<file path="src/rtl/pingpong_buf_ctrl_if.sv">
// Interface: pingpong_buf_ctrl_if
// Purpose: bundles the write stream, read stream and single-port RAM bus
//          seen by pingpong_buf_ctrl.
// Signals:
//   wr_valid/wr_ready/wr_data   write stream (producer -> buffer)
//   rd_valid/rd_ready/rd_data   read stream (buffer -> consumer)
//   ram_en/ram_we/ram_a/ram_di  controller -> RAM port
//   ram_do                      RAM -> controller read data
// Modports: slave = controller view, master = environment view.
interface pingpong_buf_ctrl_if #(
  parameter int DW = 128,
  parameter int AW = 13
);
  logic          wr_valid;
  logic          wr_ready;
  logic [DW-1:0] wr_data;
  logic          rd_valid;
  logic          rd_ready;
  logic [DW-1:0] rd_data;
  logic          ram_en;
  logic [3:0]    ram_we;
  logic [AW-1:0] ram_a;
  logic [DW-1:0] ram_di;
  logic [DW-1:0] ram_do;

  modport slave (
    input  wr_valid, wr_data, rd_ready, ram_do,
    output wr_ready, rd_valid, rd_data, ram_en, ram_we, ram_a, ram_di
  );

  modport master (
    output wr_valid, wr_data, rd_ready, ram_do,
    input  wr_ready, rd_valid, rd_data, ram_en, ram_we, ram_a, ram_di
  );
endinterface

</file>
<file path="src/rtl/pingpong_buf_ctrl.sv">
// Module: pingpong_buf_ctrl
// Purpose: runs a 2-entry single-port block RAM as an in-order 2-slot buffer
//          between a valid/ready write stream and a valid/ready read stream,
//          arbitrating the one RAM port, hiding the registered-address read
//          latency and adding one output register (3 words total).
// Ports:
//   CLK    in   clock, all logic on posedge
//   RST    in   synchronous active-high reset
//   flush  in   synchronous clear of buffer contents
//   level  out  words held in the RAM slots (0..2), output register excluded
//   bus    slave modport of pingpong_buf_ctrl_if (streams + RAM port)
module pingpong_buf_ctrl #(
  parameter int DW = 128,
  parameter int AW = 13,
  parameter int WL = 2
) (
  input  logic                CLK,
  input  logic                RST,
  input  logic                flush,
  output logic [1:0]          level,
  pingpong_buf_ctrl_if.slave  bus
);

  // Pointers are a single bit each, so only a 2-slot RAM is supported.
  if (WL != 2) begin : g_wl_check
    $error("pingpong_buf_ctrl: WL must be 2");
  end

  // Which side wins the next write/read conflict on the RAM port.
  typedef enum logic {
    PRIO_WR = 1'b0,
    PRIO_RD = 1'b1
  } prio_t;

  prio_t         prio_q, prio_d;
  logic          wptr_q, wptr_d;
  logic          rptr_q, rptr_d;
  logic [1:0]    level_q, level_d;
  logic          rd_pending_q, rd_pending_d;
  logic          rd_valid_q, rd_valid_d;
  logic [DW-1:0] rd_data_q, rd_data_d;
  logic [AW-1:0] ram_a_q, ram_a_d;

  logic wr_ok;
  logic rd_elig;
  logic wr_ready_c;
  logic wr_go;
  logic rd_go;
  logic capture;
  logic conflict;

  // RAM indexes A>>2, so slot k lives at byte address k<<2.
  function automatic logic [AW-1:0] slot_addr(input logic p);
    logic [AW-1:0] a;
    a    = '0;
    a[2] = p;
    return a;
  endfunction

  always_ff @(posedge CLK) begin
    if (RST) begin
      prio_q       <= PRIO_WR;
      wptr_q       <= 1'b0;
      rptr_q       <= 1'b0;
      level_q      <= 2'd0;
      rd_pending_q <= 1'b0;
      rd_valid_q   <= 1'b0;
      rd_data_q    <= '0;
      ram_a_q      <= '0;
    end else begin
      prio_q       <= prio_d;
      wptr_q       <= wptr_d;
      rptr_q       <= rptr_d;
      level_q      <= level_d;
      rd_pending_q <= rd_pending_d;
      rd_valid_q   <= rd_valid_d;
      rd_data_q    <= rd_data_d;
      ram_a_q      <= ram_a_d;
    end
  end

  always_comb begin
    wr_ok    = (level_q < 2'd2) && !flush;
    rd_elig  = (level_q != 2'd0) && !rd_pending_q && !flush &&
               (!rd_valid_q || bus.rd_ready);
    // wr_ready never looks at wr_valid, so no combinational loop through
    // an upstream that waits for ready before raising valid.
    wr_ready_c = !RST && wr_ok && (!rd_elig || prio_q == PRIO_WR);
    wr_go    = bus.wr_valid && wr_ready_c;
    rd_go    = !RST && rd_elig && !wr_go;
    // RAM Do is gated by EN, so the capture cycle must keep EN high.
    capture  = !RST && !flush && rd_pending_q;
    conflict = bus.wr_valid && wr_ok && rd_elig;

    prio_d       = prio_q;
    wptr_d       = wptr_q ^ wr_go;
    rptr_d       = rptr_q ^ rd_go;
    level_d      = level_q;
    rd_pending_d = rd_go;
    rd_valid_d   = rd_valid_q;
    rd_data_d    = rd_data_q;
    ram_a_d      = ram_a_q;

    if (conflict) begin
      prio_d = (prio_q == PRIO_WR) ? PRIO_RD : PRIO_WR;
    end

    // Write grant and read issue are mutually exclusive.
    if (wr_go) begin
      level_d = level_q + 2'd1;
      ram_a_d = slot_addr(wptr_q);
    end else if (rd_go) begin
      level_d = level_q - 2'd1;
      ram_a_d = slot_addr(rptr_q);
    end

    if (capture) begin
      rd_valid_d = 1'b1;
      rd_data_d  = bus.ram_do;
    end else if (rd_valid_q && bus.rd_ready) begin
      rd_valid_d = 1'b0;
    end

    // An in-flight capture is dropped; rd_data itself is left alone.
    if (flush) begin
      wptr_d       = 1'b0;
      rptr_d       = 1'b0;
      level_d      = 2'd0;
      rd_pending_d = 1'b0;
      rd_valid_d   = 1'b0;
    end

    bus.wr_ready = wr_ready_c;
    bus.ram_en   = wr_go || rd_go || capture;
    bus.ram_we   = wr_go ? 4'hF : 4'h0;
    bus.ram_a    = RST ? '0 : ram_a_d;
  end

  assign bus.ram_di   = bus.wr_data;
  assign bus.rd_valid = rd_valid_q;
  assign bus.rd_data  = rd_data_q;
  assign level        = level_q;

endmodule

</file>
<file path="src/flat_wrapper.sv">
// flat-port wrapper written by rule: the top's interface ports become plain ports
module pingpong_buf_ctrl_flat 
#(
  parameter int DW = 128,
  parameter int AW = 13,
  parameter int WL = 2
)
  (CLK, RST, flush, level, bus_wr_valid, bus_wr_data, bus_rd_ready, bus_ram_do, bus_wr_ready, bus_rd_valid, bus_rd_data, bus_ram_en, bus_ram_we, bus_ram_a, bus_ram_di);
  pingpong_buf_ctrl_if #(.DW(DW), .AW(AW)) bus_i ();
  input  logic CLK;
  input  logic RST;
  input  logic flush;
  output logic [1:0] level;
  input wire logic [$bits(bus_i.wr_valid)-1:0] bus_wr_valid;
  input wire logic [$bits(bus_i.wr_data)-1:0] bus_wr_data;
  input wire logic [$bits(bus_i.rd_ready)-1:0] bus_rd_ready;
  input wire logic [$bits(bus_i.ram_do)-1:0] bus_ram_do;
  output wire logic [$bits(bus_i.wr_ready)-1:0] bus_wr_ready;
  output wire logic [$bits(bus_i.rd_valid)-1:0] bus_rd_valid;
  output wire logic [$bits(bus_i.rd_data)-1:0] bus_rd_data;
  output wire logic [$bits(bus_i.ram_en)-1:0] bus_ram_en;
  output wire logic [$bits(bus_i.ram_we)-1:0] bus_ram_we;
  output wire logic [$bits(bus_i.ram_a)-1:0] bus_ram_a;
  output wire logic [$bits(bus_i.ram_di)-1:0] bus_ram_di;
  assign bus_i.wr_valid = bus_wr_valid;
  assign bus_i.wr_data = bus_wr_data;
  assign bus_i.rd_ready = bus_rd_ready;
  assign bus_i.ram_do = bus_ram_do;
  assign bus_wr_ready = bus_i.wr_ready;
  assign bus_rd_valid = bus_i.rd_valid;
  assign bus_rd_data = bus_i.rd_data;
  assign bus_ram_en = bus_i.ram_en;
  assign bus_ram_we = bus_i.ram_we;
  assign bus_ram_a = bus_i.ram_a;
  assign bus_ram_di = bus_i.ram_di;
  pingpong_buf_ctrl #(.DW(DW), .AW(AW), .WL(WL)) u_core (.CLK(CLK), .RST(RST), .flush(flush), .level(level), .bus(bus_i));
endmodule
</file>
<file path="config.mk">
export PLATFORM = sky130hd
export DESIGN_NAME = pingpong_buf_ctrl_flat
export DESIGN_NICKNAME = d
export VERILOG_FILES = /design/src/rtl/pingpong_buf_ctrl_if.sv /design/src/rtl/pingpong_buf_ctrl.sv /design/src/flat_wrapper.sv
export SDC_FILE = /design/constraint.sdc
export NUM_CORES = 1
export LEC_CHECK = 0
export BUFFER_PORTS_ARGS = -buffer_cell sky130_fd_sc_hd__buf_2
export CORE_AREA = 3 3 207 209
export DETAILED_ROUTE_END_ITERATION = 8
export DIE_AREA = 0 0 210 212
export PLACE_DENSITY = 0.46
export SYNTH_ARGS = -nofsm -noshare
export SYNTH_HDL_FRONTEND = slang
export SYNTH_SLANG_ARGS = --single-unit
</file>
<file path="constraint.sdc">
create_clock -name CLK -period 5.8 [get_ports CLK]
set_input_delay 1.74 -clock CLK [delete_from_list [all_inputs] [get_ports CLK]]
set_output_delay 1.74 -clock CLK [all_outputs]
set_load 0.05 [all_outputs]
</file>
==> results.py <==
metrics = {
    "route": {
        "finalWirelength_mm": 18.5,
        "drcViolationCount": 0,
        "highest_layer": "met5",
        "drt_pass1_iterations": 4,
        "drt-vias-per-instance": 3.54,
        "dr_wl_met3_mm": 2.22,
        "drtIter0Drc": 295,
        "met2_length_mm": 8.26,
        "vias": 5067,
        "drtAntennaViolNets": 0,
        "post_drt_wl_per_cell_um": 12.9,
        "wl_met1_mm": 6.81,
    },
    "sta": {
        "rsz0062_at_grt": "false",
        "finalHoldViolCount": 0,
        "timing.final.crit_share_pct": 88.0,
        "setup_viol_count_final": 0,
        "maxSlewViolCount": 0,
        "tns_ns": 0,
        "max_freq_mhz": 196,
        "period_needed_ns": 5.11,
        "tightest_slew_ns": 0.852,
        "clock_skew_ns": 0.00929,
        "relSlewSlack_pct": 43.2,
    },
    "global_route": {
        "grt_pass1_vias": 4759,
        "grt_usage_pct": 8.18,
        "overflow": 0,
        "grt_pass1_wl_mm": 26.9,
        "antenna_found_initial": 1,
        "grt_max_degree": 163,
    },
    "clock_tree": {
        "ctsHoldBuffers": 0,
        "path_clk_slew_ns": 0.06,
        "clk_path_buf_depth": 2,
        "clkSinkCount": 148,
        "htree_levels": 4,
        "cts_buffers": 17,
        "cts-resized-gates": 0,
        "clkLatencyLatePin_ns": 0.46,
        "cts_setup_buffers": 0,
        "tritoncts": "yes",
        "clock-root-buffer": "clkbuf_16",
    },
    "power_and_ir_drop": {
        "p_sw_share_pct": 23.3,
        "p_leak_uw": 0.00334,
        "power_density_nw_per_um2": 297,
        "irDropWorstVdd_v": 0.000168,
        "seqPwrFrac_pct": 45.5,
        "clockPowerShare_pct": 49.2,
        "internal_power_uw": 1730,
        "power_frac_comb_pct": 5.3,
        "power_switching_uw": 527,
    },
    "logic_synthesis": {
        "synth.distinct_cells": 32,
        "synthArstFlopShare_pct": 0,
        "synthFlopType": "dfxtp_1",
        "syn_nets": 1021,
        "netlist_instances": 760,
        "ys_warn_count": 0,
        "synth_area_um2": 6130,
        "synth_area_leaders": "dfxtp_1, buf_4, nand2_1",
        "synth.top_cell.area_share_pct": 48.3,
        "synth_edf_count": 0,
        "ys_ff_latch": 148,
        "syn_area_per_cell_um2": 8.07,
        "synth_seq_area_share_pct": 48.3,
        "yosysTopAreaCell": "dfxtp_1",
    },
    "final_layout": {
        "finish.instance_area_um2": 7610,
        "nNetsFinal": 1148,
        "layout_commonest_cell": "buf_2",
        "multi_input_area_um2": 1930,
        "diodes": 0,
        "regArea_um2": 2960,
        "fillerInstances": 4648,
        "drive_gt1_share_pct": 35.6,
        "syn_to_final_growth_pct": 24.1,
        "final_cell_mix": "buf_2, nand2_1, dfxtp_1",
    },
    "floorplan": {
        "rows": 74,
        "io_pins": 539,
        "core_area_um2": 41000,
        "die_h_um": 212,
        "die_x_um": 210,
        "die_area_um2": 44500,
        "start_util_pct": 14.9,
    },
    "setup_path": {
        "crit_fanout": 7,
        "critPathRequiredTime_ns": 4.06,
        "end_kind": "primary output",
        "crit_type": "input port to primary output",
        "start_kind": "input port",
        "worstPathArrival_ns": 3.37,
    },
    "placed_design": {
        "portBuffers": 282,
        "dp_hpwl_mm": 13.2,
        "gp_congestion": 0.711,
        "placed_area_um2": 7030,
    },
    "status": {
        "status": "completed",
    },
    "min_path": {
        "hp-class": "flop to flop",
    },
    "job": {
        "cap_violations": 0,
    },
}
[sequential cells by signal (all words and copies together), names as in the netlist]
register / count
u_core.level: 2
u_core.bus.rd_valid: 1
u_core.prio_q: 1
u_core.bus.rd_data: 128
u_core.wptr_q: 1
u_core.rptr_q: 1
u_core.rd_pending_q: 1
u_core.ram_a_q: 13
[final cells by class]
cell class | instances | share of cell area [%]
clock buffers | 23 | 6.28
clock inverters | 8 | 1.33
inverters | 3 | 0.181
multi-input cells | 430 | 25.3
flip-flops and latches | 148 | 38.9
well taps | 532 | 8.75
repair buffers | 287 | 19.2
[power groups by stage]
stage	combinational, µW	sequential (µW)	clock (µW)
final	121	1030	1110
after global placement	123	1050	0
after detailed placement	124	1050	0
after global routing	133	1030	1200
after CTS	124	1030	1180
after floorplan	277	1070	0
[Yosys cell counts, types with 2 or more instances]
cell / n
o31ai_1: 3
buf_4: 148
clkbuf_1: 29
nor4_1: 2
a21oi_1: 2
xnor2_1: 2
nor2_1: 5
o21ai_1: 72
nor3_1: 2
nor4_2: 2
inv_1: 3
dfxtp_1: 148
o21ai_0: 56
and2_1: 12
nand2_1: 256
buf_2: 2
[metal layers]
layer / up-vias / global-route usage, %
met5: - / 0.647
met4: 4 / 6.86
met3: 70 / 4.96
met2: 304 / 12.1
met1: 2148 / 8.13
li1: 2541 / -
[logic make-up (layout without fill, tap and decap cells)]
logic type      count (synthesis)  after routing  share of synthesized area [%]
xor+xnor                        2              2                          0.286
compound gates                138            138                           11.7
flops                         148            148                           48.3
mux                             1              1                          0.184
buf+inv                       182            321                           20.2
simple gates                  289            289                           19.3
[stage by stage]
| step | instances | power (µW) | utilization, % | setup WS [ns] | hold WS [ns] |
|---|---|---|---|---|---|
| 6_report | 1431 | 2260 | 18.5 | 0.694 | 0.444 |
| 5_1_grt | 1431 | 2360 | 18.5 | 0.557 | 0.461 |
| 4_1_cts | 1431 | 2330 | 18.5 | 0.664 | 0.447 |
| 3_5_place_dp | 1400 | 1170 | 17.1 | 0.675 | 0.437 |
| 3_3_place_gp | 1400 | 1170 | 17.1 | 0.713 | 0.432 |
| 2_1_floorplan | 760 | 1350 | - | 0.622 | 0.445 |
[worst paths after layout]
| path | to | startpoint | cells past startpoint | slack (ns) |
|---|---|---|---|---|
| hold reg to reg | u_core.bus.rd_data[96] | u_core.bus.rd_data[96] | 2 | 0.44 |
| setup reg to reg | u_core.bus.rd_data[120] | u_core.rd_pending_q | 5 | 3.22 |
| hold / removal | u_core.bus.rd_data[96] | u_core.bus.rd_data[96] | 2 | 0.44 |
| setup / recovery | bus_ram_a[2] | bus_rd_ready | 6 | 0.69 |
[critical path, stage by stage]
cell,delay (ns)
buf_2,0.10
nor2b_1,0.42
nor4_2,0.15
nor3_1,0.44
o211a_1,0.25
buf_2,0.26
Note: power is estimated with default switching activity, not from simulation.
